<file path="src/rtl/regfile_write_arbiter.sv">
// Two-requester register-file write arbiter: a 2-entry {addr, data} FIFO per requester feeding a
// registered one-hot write port. Define REGFILE_ARB_RR_EN for round-robin, otherwise A has priority.
module regfile_write_arbiter #(
   parameter int unsigned RST_PRIO         = 0,
   parameter int unsigned ZERO_REG_PROTECT = 1
) (
   input  logic        clk,
   input  logic        reset,
   input  logic        a_valid,
   output logic        a_ready,
   input  logic [4:0]  a_addr,
   input  logic [31:0] a_data,
   input  logic        b_valid,
   output logic        b_ready,
   input  logic [4:0]  b_addr,
   input  logic [31:0] b_data,
   output logic        regWrite,
   output logic [31:0] decOut,
   output logic [31:0] writeData,
   output logic        idle,
   output logic [7:0]  drop_cnt
);

   // Index 0 is requester A, index 1 is requester B; entries are {addr, data}.
   logic [36:0]       mem_q [2][2];
   logic [1:0]        wr_ptr_q, rd_ptr_q;
   logic [1:0][1:0]   cnt_q, cnt_d;
   logic [1:0][36:0]  entry_in, head;
   logic [1:0]        ready, push, grant, nonempty;

   logic [36:0]       sel_entry;
   logic              any_grant, drop, do_write;

   logic              reg_write_q;
   logic [31:0]       dec_q, wdata_q;
   logic [7:0]        drop_cnt_q;

   assign entry_in[0] = {a_addr, a_data};
   assign entry_in[1] = {b_addr, b_data};

   always_comb begin
      for (int i = 0; i < 2; i++) begin
         nonempty[i] = (cnt_q[i] != 2'd0);
         ready[i]    = (cnt_q[i] < 2'd2);
         head[i]     = mem_q[i][rd_ptr_q[i]];
      end
   end

   assign push[0] = a_valid & ready[0];
   assign push[1] = b_valid & ready[1];

`ifdef REGFILE_ARB_RR_EN
   // prio_q names the side that wins the next contended cycle (0 = A, 1 = B).
   logic prio_q;

   always_ff @(posedge clk or negedge reset) begin
      if (!reset) begin
         prio_q <= (RST_PRIO != 0);
      end else if (&nonempty) begin
         prio_q <= ~prio_q;
      end
   end
`else
   logic unused_rst_prio;
   assign unused_rst_prio = (RST_PRIO != 0);
`endif

   always_comb begin
      grant = 2'b00;
      unique case (nonempty)
         2'b01:   grant = 2'b01;
         2'b10:   grant = 2'b10;
`ifdef REGFILE_ARB_RR_EN
         2'b11:   grant = prio_q ? 2'b10 : 2'b01;
`else
         2'b11:   grant = 2'b01;
`endif
         default: grant = 2'b00;
      endcase
   end

   assign any_grant = |grant;
   assign sel_entry = grant[1] ? head[1] : head[0];
   assign drop      = any_grant && (ZERO_REG_PROTECT != 0) && (sel_entry[36:32] == 5'd0);
   assign do_write  = any_grant & ~drop;

   always_comb begin
      for (int i = 0; i < 2; i++) begin
         cnt_d[i] = cnt_q[i] + 2'(push[i]) - 2'(grant[i]);
      end
   end

   always_ff @(posedge clk or negedge reset) begin
      if (!reset) begin
         cnt_q    <= '0;
         wr_ptr_q <= '0;
         rd_ptr_q <= '0;
      end else begin
         cnt_q <= cnt_d;
         for (int i = 0; i < 2; i++) begin
            if (push[i])  wr_ptr_q[i] <= ~wr_ptr_q[i];
            if (grant[i]) rd_ptr_q[i] <= ~rd_ptr_q[i];
         end
      end
   end

   // Storage needs no reset: the counts gate every read.
   always_ff @(posedge clk) begin
      for (int i = 0; i < 2; i++) begin
         if (push[i]) mem_q[i][wr_ptr_q[i]] <= entry_in[i];
      end
   end

   always_ff @(posedge clk or negedge reset) begin
      if (!reset) begin
         reg_write_q <= 1'b0;
         dec_q       <= '0;
         wdata_q     <= '0;
         drop_cnt_q  <= '0;
      end else begin
         reg_write_q <= do_write;
         dec_q       <= do_write ? (32'd1 << sel_entry[36:32]) : 32'd0;
         if (do_write) wdata_q <= sel_entry[31:0];
         if (drop && (drop_cnt_q != 8'hff)) drop_cnt_q <= drop_cnt_q + 8'd1;
      end
   end

   assign a_ready   = ready[0];
   assign b_ready   = ready[1];
   assign regWrite  = reg_write_q;
   assign decOut    = dec_q;
   assign writeData = wdata_q;
   assign drop_cnt  = drop_cnt_q;
   assign idle      = ~|nonempty & ~reg_write_q;

endmodule

</file>
<file path="config.mk">
export PLATFORM = sky130hd
export DESIGN_NAME = regfile_write_arbiter
export DESIGN_NICKNAME = d
export VERILOG_FILES = /design/src/rtl/regfile_write_arbiter.sv
export SDC_FILE = /design/constraint.sdc
export NUM_CORES = 1
export LEC_CHECK = 0
export CAP_MARGIN = 20
export CORE_ASPECT_RATIO = 0.7
export CORE_MARGIN = 1.5
export CORE_UTILIZATION = 35
export DETAILED_ROUTE_END_ITERATION = 10
export GPL_TIMING_DRIVEN = 0
export SYNTH_ARGS = -nofsm -noshare
export SYNTH_HDL_FRONTEND = slang
export SYNTH_SLANG_ARGS = --single-unit
</file>
<file path="constraint.sdc">
create_clock -name clk -period 8 [get_ports clk]
set_input_delay 1.6 -clock clk [delete_from_list [all_inputs] [get_ports clk]]
set_output_delay 1.6 -clock clk [all_outputs]
set_load 0.02 [all_outputs]
</file>
==> results.txt, run 1 <==
GR peak layer: met2
crit path max fanout: 6
setup_tns: 0 ns
root buffer cell: clkbuf_16
max_cap viols: 0
total global routing overflow: 0
Final Hold Fails: 0
met1 usage: 21.96%
clk_lat worst skew: 0.51 ns
predominant post-synthesis flop cell: edfxtp_1
Reg power frac: 39.1%
Post-DP HPWL: 14530 um
Clk pwr share: 26.3%
DRT iter0 DRCs: 306
Initial DRT Pass Iterations: 5
initial core utilization: 35.99%
PortBufs: 153
pwr dens: 361.5 nW/um^2
M3 GR Usage: 3.302%
Vias: 5202
Worst-path clk slew: 0.06 ns
height of the chip: 136.9 um
Post-synth EDFFs: 148
Lkg Pwr: 4.480 nW
CP Capture Type: output pin
Longest Clk Path Bufs: 3
die width: 194.3 um
sequential share of the synthesized area: 72.14%
clock sink total: 229
area leader, netlist: edfxtp_1
post-CTS setup buffers: 0
period utilization: 47.86%
fraction of layout cells with a size suffix above 1: 13.27%
Unique masters post-synth: 42
Boundary Pins: 154
fmax: 261.2 MHz
drc violations: 0
GRT Util Overall: 15.29%
Syn Area/Cell: 16.02 um^2
Post-Syn Instances: 560
Synth top area share: 49.55%
Worst Skew: 0.01541 ns
first-pass GRT wire length: 30840 um
RD Place Congestion: 0.7893
Max transition margin: 37.35%
unrepaired setup endpoints after global routing: no
sw frac: 31.66%
Setup violations, final: 0
Num CTS Buffers: 24
layout filler cell count: 2090
Crit Path Class: reg2out
Final Critical Period: 3.829 ns
Gate power share: 34.6%
largest net degree at the start of global routing: 53
synthesized flop and latch total: 229
worst path required time: 6.40 ns
area overhead of the layout relative to synthesis: 32.26%
outcome: completed
ys async rst share: 35.37%
core area: 24920 um^2
Min-Delay Path Class: reg2reg
largest cells by area after synthesis: edfxtp_1 (50%), dfrtp_1 (23%), mux2_4 (5.0%)
Setup crit start kind: flip-flop
antenna-violating nets left: 0
placed instance area: 11030 um^2
per-cell routed wire length: 18.78 um
Overall Power: 4.288 mW
final WL: 20410 um
mapped cell area: 8970 um^2
met2 Usage GRT: 23.68%
num rows: 48
die area: 26610 um^2
Slew Limit Fails: 0
arrival time at the worst endpoint: 2.23 ns
Final nets: 824
CTS tree: done
hold_buf cts: 0
internal power: 2.930 mW
Peak supply drop: 179.2 uV
# H-tree levels: 1
yosys warns: 0
final instance area: 11860 um^2
most frequent cells in the layout: clkdlybuf4s50_1 (152), edfxtp_1 (148), dfrtp_1 (81)
Net Count, Synth: 641
Worst-Margin Slew: 0.9397 ns
Sw Pwr: 1.358 mW
vias in the first global route: 5349
Resized Gates After CTS: 0
DR vias/cell: 4.786
initial antenna violation count: 1
commonest non-fill, non-tap cell in the layout: clkdlybuf4s50_1
==> power by group through the flow <==
stage               Clock, mW  Sequential (mW)  Combinational, mW
floorplan                   0             1.82              0.791
global placement            0             1.70               1.44
detailed placement          0             1.70               1.49
CTS                      1.16             1.68               1.50
global route             1.20             1.71               1.59
finish                   1.13             1.68               1.48
==> kinds of logic after synthesis <==
group / count (synthesis) / share of synthesized area, %
DFF: 229 / 72.14
and+or+nand+nor: 117 / 7.128
AOI/OAI and AO/OA: 90 / 6.863
muxes: 72 / 9.778
buffers and inverters: 35 / 2.357
xor gates and xnor gates: 13 / 1.269
adders and majority gates: 3 / 0.4185
other: 1 / 0.04181
==> Yosys cell counts, drive strengths merged (2+ instances only) <==
| master | count |
|---|---|
| edfxtp | 148 |
| dfrtp | 81 |
| nor2 | 39 |
| mux2i | 37 |
| a21oi | 35 |
| mux2 | 35 |
| nor2b | 35 |
| a211oi | 32 |
| clkbuf | 13 |
| xnor2 | 13 |
| buf | 12 |
| inv | 9 |
| nor3 | 9 |
| o32ai | 8 |
| a22oi | 7 |
| nand2 | 7 |
| and3 | 6 |
| nand4 | 6 |
| o21ai | 5 |
| nor3b | 4 |
| and2 | 3 |
| ha | 3 |
| nand3 | 3 |
| nand2b | 2 |
==> through the flow <==
step                util [%]  cells  worst slack [ns]  hold slack [ns]
floorplan                  -    560             4.300           0.4608
global placement       43.77   1038             2.370           0.4764
detailed placement     44.27   1042             4.599           0.4947
CTS                    47.59   1086             4.148           0.5076
global route           47.59   1086             4.069           0.5281
finish                 47.60   1087             4.171           0.5084
==> worst paths after layout <==
| check | startpoint | to | slack (ns) | cells past startpoint |
|---|---|---|---|---|
| max | cnt_q[1] | idle | 4.17 | 4 |
| min | drop_cnt[5] | drop_cnt[5] | 0.51 | 1 |
| max reg2reg | cnt_q[3] | writeData[10] | 5.73 | 7 |
| min reg2reg | drop_cnt[5] | drop_cnt[5] | 0.51 | 1 |
| max in group asynchronous | reset | writeData[16] | 6.36 | 2 |
| min in group asynchronous | reset | decOut[23] | 1.03 | 1 |
==> final cells by class <==
class | instances | area, um^2 | share of cell area [%]
Sequential cell | 229 | 6471 | 54.55
Multi-Input combinational cell | 296 | 2305 | 19.43
Timing Repair Buffer | 157 | 1639 | 13.82
Clock buffer | 35 | 749.5 | 6.317
Tap cell | 325 | 406.6 | 3.428
Buffer | 25 | 173.9 | 1.466
Clock inverter | 9 | 78.83 | 0.6644
Inverter | 10 | 37.54 | 0.3164
Antenna cell | 1 | 2.502 | 0.02109
==> per-layer routing <==
layer | routed length, um | vias to the layer above | part of all wire, %
met2 | 8979 | 169 | 44
li1 | - | 2476 | -
met4 | 325 | 0 | 1.6
met3 | 1215 | 30 | 6.0
met5 | 0 | - | 0
met1 | 9889 | 2527 | 48
==> worst max-delay path: stages (launching register included) <==
cell	delay, ns
dfrtp_1	0.46
nor2_4	0.25
nand2_1	0.21
nor2_1	0.18
clkdlybuf4s50_1	0.62
==> state kept, by name, summed over array words and instances (netlist names) <==
signal	count
decOut	32
writeData	32
drop_cnt	8
wr_ptr_q	2
regWrite	1
mem_q	148
rd_ptr_q	2
cnt_q	4
Power figures use the tool's default switching activity.
==> run 2: changes to the inputs <==
clock period = 3.6 ns   (was 8 ns; I/O delays follow)
==> results of run 2 <==
Same layout as run 1 (identical final DEF). Status: completed.
Main changes from that run: setup slack after placement 4.599 ns -> 1.079 ns; setup slack after layout 4.171 ns -> 0.6512 ns; hold slack 0.5084 ns -> 0.1474 ns; register-to-register setup slack 5.73 ns -> 1.33 ns; total power 4.288 mW -> 9.529 mW; worst IR drop on VDD 179.2 uV -> 398.1 uV
==> run 3: changes to the inputs <==
clock period = 3 ns   (was 3.6 ns; I/O delays follow)
==> results of run 3 <==
Same layout as run 1 (identical final DEF). Status: completed.
Main changes from that run: setup slack after placement 4.599 ns -> 0.5990 ns; setup slack after layout 4.171 ns -> 0.1712 ns; hold slack 0.5084 ns -> 0.02736 ns; register-to-register setup slack 5.73 ns -> 0.73 ns; total power 4.288 mW -> 11.44 mW; worst IR drop on VDD 179.2 uV -> 477.8 uV
